==> src/rtl/weight_load_sequencer.sv <==
// Sequencer for the input->hidden weight RAM: fills a staging array from an LFSR
// (or applies single host patches) and commits it with one write pulse plus a settle cycle.
module weight_load_sequencer #(
    parameter int          N_WEIGHTS   = 150,
    parameter int          WIDTH       = 10,
    parameter logic [15:0] SEED        = 16'hACE1,
    parameter int          SCALE_SHIFT = 2
) (
    input  logic                         Clock,
    input  logic                         Rst,
    input  logic                         Start,
    input  logic                         HostWr,
    input  logic [7:0]                   HostAddr,
    input  logic [WIDTH-1:0]             HostData,
    output logic [WIDTH*N_WEIGHTS-1:0]   D,
    output logic                         WE,
    output logic                         Busy,
    output logic                         Done,
    output logic                         HostErr
);

    // An all-zero LFSR would lock up, so a zero seed falls back to the default.
    localparam logic [15:0]      SEED_EFF = (SEED == 16'h0) ? 16'hACE1 : SEED;
    localparam int               IDX_W    = $clog2(N_WEIGHTS);
    localparam logic [IDX_W-1:0] LAST_IDX = IDX_W'(N_WEIGHTS - 1);

    typedef enum logic [2:0] {IDLE, FILL, COMMIT, SETTLE, DONE} state_t;

    state_t                  state;
    logic [IDX_W-1:0]        idx;
    logic [15:0]             lfsr;
    logic [15:0]             lfsr_next;
    logic [WIDTH-1:0]        staging [N_WEIGHTS];
    logic signed [9:0]       raw;
    logic signed [WIDTH-1:0] fill_w;

    // NOTE: combinational logic uses blocking '=' and assigns every output first,
    // so no latch can be inferred; the sequential block below uses '<=' only.
    always_comb begin
        lfsr_next = {lfsr[0] ^ lfsr[2] ^ lfsr[3] ^ lfsr[5], lfsr[15:1]};
        raw       = lfsr_next[9:0];
        fill_w    = WIDTH'(raw >>> SCALE_SHIFT);
    end

    always_comb begin
        for (int i = 0; i < N_WEIGHTS; i++) begin
            D[i*WIDTH +: WIDTH] = staging[i];
        end
    end

    always_ff @(posedge Clock) begin
        if (!Rst) begin
            state   <= IDLE;
            idx     <= '0;
            lfsr    <= SEED_EFF;
            WE      <= 1'b0;
            Busy    <= 1'b0;
            Done    <= 1'b0;
            HostErr <= 1'b0;
            // NOTE: the staging array is cleared on reset because it drives the RAM
            // data bus directly and must read back as all-zero afterwards.
            for (int i = 0; i < N_WEIGHTS; i++) begin
                staging[i] <= '0;
            end
        end else begin
            WE      <= 1'b0;
            Done    <= 1'b0;
            HostErr <= 1'b0;
            case (state)
                IDLE: begin
                    if (Start) begin
                        state <= FILL;
                        idx   <= '0;
                        Busy  <= 1'b1;
                    end else if (HostWr) begin
                        if (32'(HostAddr) < N_WEIGHTS) begin
                            staging[HostAddr] <= HostData;
                            state             <= COMMIT;
                            WE                <= 1'b1;
                            Busy              <= 1'b1;
                        end else begin
                            HostErr <= 1'b1;
                        end
                    end
                end
                FILL: begin
                    lfsr         <= lfsr_next;
                    staging[idx] <= fill_w;
                    idx          <= idx + 1'b1;
                    if (idx == LAST_IDX) begin
                        state <= COMMIT;
                        WE    <= 1'b1;
                    end
                end
                COMMIT: state <= SETTLE;
                SETTLE: begin
                    state <= DONE;
                    Done  <= 1'b1;
                end
                DONE: begin
                    state <= IDLE;
                    Busy  <= 1'b0;
                end
                default: begin
                    state <= IDLE;
                    Busy  <= 1'b0;
                end
            endcase
        end
    end

endmodule

==> config.mk <==
export PLATFORM = sky130hd
export DESIGN_NAME = weight_load_sequencer
export DESIGN_NICKNAME = d
export VERILOG_FILES = /design/src/rtl/weight_load_sequencer.sv
export SDC_FILE = /design/constraint.sdc
export NUM_CORES = 2
export LEC_CHECK = 0
export CORE_AREA = 2 2 598 600
export CTS_BUF_LIST = sky130_fd_sc_hd__clkbuf_2
export DETAILED_ROUTE_END_ITERATION = 10
export DIE_AREA = 0 0 600 602
export GPL_ROUTABILITY_DRIVEN = 0
export PLACE_DENSITY = 0.43
export SETUP_SLACK_MARGIN = 0.05
export SLEW_MARGIN = 15
export SYNTH_ARGS = -nofsm -noshare
export SYNTH_HDL_FRONTEND = slang
export SYNTH_SLANG_ARGS = --single-unit
==> constraint.sdc <==
create_clock -name Clock -period 3.2 [get_ports Clock]
set_clock_uncertainty 0.2 [all_clocks]
set_input_delay 0.48 -clock Clock [delete_from_list [all_inputs] [get_ports Clock]]
set_output_delay 0.48 -clock Clock [all_outputs]
set_load 0.01 [all_outputs]
==> impl_metrics.json <==
{
  "run_status": "finished, violations left",
  "violations": "setup timing",
  "muxShareOfSynthArea": 0.00483,
  "cpPeakStageDelay_ns": 0.54,
  "rsz0062_at_grt": "true",
  "h-tree-depth": 5,
  "slew_violations": 0,
  "hold_slack_ns": 0.243,
  "drc": 0,
  "die_w_microns": 600,
  "dieHeight_microns": 602,
  "fill_cells": 37800,
  "ys_warn_count": 0,
  "p_leak_nw": 31.8,
  "cp_num_buf_inv": 1,
  "multiInputGateArea_sq_mm": 0.0122,
  "cp-end-kind": "output pin",
  "antenna_found_initial": 44,
  "synth.avg_cell_area_sq_um": 14.0,
  "port_buffers": 1525,
  "clock_sinks": 1531,
  "busiest_layer": "met2",
  "ant_nets": 0,
  "postSynthCellCount": 4156,
  "dp_hpwl_microns": 287000,
  "setup_viol": 25,
  "synth_edf_count": 1500,
  "firstDrtPassIters": 7,
  "synth_compound_area_frac": 0.0381,
  "p_comb_frac": 0.131,
  "row_count": 219,
  "synth_xor_area_frac": 0.000451,
  "pwr-share-seq": 0.530,
  "crit_slowest_cell": "edfxtp_1",
  "numCtsBuffers": 416,
  "drt_iter0_drc": 4888,
  "swShare": 0.310,
  "synth_top_area_share": 0.774,
  "track_usage": 0.200,
  "path_cells": "buf_2",
  "met1_usage": 0.243,
  "switching_power_mw": 13.5,
  "synth.distinct_cells": 70,
  "maxCapViolCount": 0,
  "yosysTopAreaCell": "edfxtp_1",
  "drive_above_1_share": 0.452,
  "crit_required_ns": 2.52,
  "worstSetupStartpointType": "flip-flop",
  "post_drt_wl_per_cell_microns": 32.5,
  "final_area_sq_mm": 0.0873,
  "synth_top_family_by_area": "simple AND/OR/NAND/NOR gates",
  "ys_ff_latch": 1531,
  "min_period_over_period": 1.03,
  "initial_core_util": 0.164,
  "layout.area.seq_sq_mm": 0.0457,
  "cts_buffer_depth": 4,
  "startpoint": "staging[74][0]$_SDFFCE_PN0P_",
  "yosysSeqAreaShare": 0.784,
  "cp.arrival_ns": 2.60,
  "met3_usage": 0.0501,
  "grt_util_met2": 0.342,
  "post_dp_cell_area_sq_mm": 0.0873,
  "via_per_inst": 4.15,
  "grt_pass1_wl_microns": 476000,
  "area_growth_pct": 49.8,
  "nets": 6512,
  "grt_max_degree": 53,
  "grt_pass1_vias": 47000,
  "power.density_mw_per_mm2": 499,
  "p_int_mw": 30.0,
  "hold_path.class": "primary input to flip-flop",
  "synthSimpleGateAreaFrac": 0.144,
  "root_buffer": "clkbuf_2",
  "netlist_area_sq_mm": 0.0582,
  "hold_viol": 0,
  "synth_fp_nets": 4180,
  "min_period_ns": 3.28,
  "yosys.area_share.adder": 0.000430,
  "rr_startpoint": "idx[5]$_SDFFE_PN0P_",
  "pre_cts_ws_ns": -0.667,
  "critPathKind": "flip-flop to output pin",
  "routed_wl_microns": 375000,
  "dieArea_sq_mm": 0.361,
  "hp-start": "Rst",
  "clkTransAtPathRegs_ns": 0.11,
  "clk_latency_ns": 1.82,
  "finalPower_mw": 43.5,
  "crit_fanout": 1,
  "ys.flop_type": "edfxtp_1",
  "power.clock.fraction": 0.338,
  "timing.final.ws_setup_ns": -0.0846,
  "ir_worst_vdd_mv": 0.266,
  "crit_family": "flip-flops",
  "fmax_mhz": 304,
  "grt_remaining_overflow": 0,
  "coreArea_sq_mm": 0.355,
  "ios": 1526,
  "async_flop_share": 0,
  "cts_tree": "built",
  "relSlewSlack": 0.154,
  "max_slew.worst_pin.slew_ns": 1.27,
  "num_vias": 48000,
  "synth_commonest_cells": "edfxtp_1 (1500), nor2_1 (1099), nor3_1 (480)",
  "synth_area_leaders": "edfxtp_1 (77%), nor2_1 (7.1%), nor3_1 (4.1%), clkbuf_1 (1.4%), a21oi_1 (1.2%)",
  "yosysMostFrequentCell": "edfxtp_1"
}
[final cells by class]
cell class | count | area share
Antenna cell | 20 | 0.000574
Clock buffer | 579 | 0.0332
Multi-Input combinational cell | 2250 | 0.140
Inverter | 8 | 0.000344
Tap cell | 4751 | 0.0681
Clock inverter | 136 | 0.00965
Timing Repair Buffer | 2281 | 0.225
Sequential cell | 1531 | 0.523
[path summary, 6_finish.rpt]
check / to / slack (ns) / cells after the start
min reg2reg: lfsr[11]$_SDFFE_PN1P_ / 0.26 / 2
min: staging[78][9]$_SDFFCE_PN0P_ / 0.24 / 5
max reg2reg: staging[34][0]$_SDFFCE_PN0P_ / -0.05 / 8
max: D[740] / -0.08 / 1
[worst register-to-register path, delay by kind of cell (launching register included)]
family                 cells  cell delay, ns
AND/OR/NAND/NOR            2            0.97
buffers and inverters      4            0.82
AO/OA/AOI/OAI              2            0.32
flip-flops                 1            0.61
[cell families (layout without fill, tap and decap cells)]
family / Yosys count / after routing
flops: 1531 / 1531
other cells: 0 / 20
compound gates: 320 / 320
mux: 25 / 25
fa+ha+maj: 2 / 2
xor+xnor: 3 / 3
simple gates: 1900 / 1900
buf+inv: 375 / 3004
[power groups by stage]
stage               sequential [mW]  combinational [mW]  clock (mW)
finish                         23.1                5.72        14.7
global route                   23.1                5.92        16.1
CTS                            23.1                5.92        15.2
detailed placement             23.5                6.14           0
global placement               23.5                6.12           0
floorplan                      23.8                1.21           0
[through the flow]
stage | utilization | std cells | TNS [ns]
6_report | 0.246 | 11600 | -0.843
5_1_grt | 0.246 | 11500 | -136.63
4_1_cts | 0.251 | 11500 | -404.61
3_5_place_dp | 0.246 | 10800 | -710.40
3_3_place_gp | 0.246 | 10800 | -733.38
2_1_floorplan | - | 4156 | 0
[per-layer routing]
metal | wire (microns) | up-vias
li1 | - | 20100
met1 | 146000 | 24500
met2 | 184000 | 2751
met3 | 31300 | 586
met4 | 14100 | 20
met5 | 131 | -
[cells in the final DEF, fill, tap and decap left out, drive strengths merged, types with 5 or more instances in the layout]
cell | netlist | final
dlymetal6s2s | 0 | 7
a21oi | 148 | 148
a221oi | 5 | 5
nand3b | 16 | 16
and2 | 7 | 7
o221ai | 5 | 5
nor4 | 13 | 13
nor4b | 7 | 7
dfxtp | 31 | 31
o21ai | 28 | 28
dlygate4sd3 | 0 | 42
nand3 | 26 | 26
bufinv | 0 | 5
nor2 | 1101 | 1101
a22oi | 15 | 15
inv | 7 | 22
buf | 152 | 1746
mux2i | 21 | 21
nand2 | 164 | 164
or4bb | 5 | 5
nand2b | 11 | 11
a32oi | 40 | 40
a211oi | 27 | 27
diode | 0 | 20
clkinv | 1 | 114
clkbuf | 215 | 1050
a31oi | 37 | 37
clkdlybuf4s50 | 0 | 14
and3 | 7 | 7
nor3 | 515 | 515
edfxtp | 1500 | 1500
[flip-flops by register name (all words and copies together) (netlist names)]
register	cells
Done	1
HostErr	1
idx	8
lfsr	16
Busy	1
staging	1500
WE	1
state	3
[repair_timing]
item | CTS | global route
endpoints found under the setup margin | 1524 | 1595
hold buffers | 43 | 1
buffers inserted | 0 | 2
gates cloned | 0 | 0
endpoints found under the hold margin | 3031 | 262
resized for setup | 4960 | 1526
pin swaps | 0 | 1
Note: power is estimated with default switching activity, not from simulation.
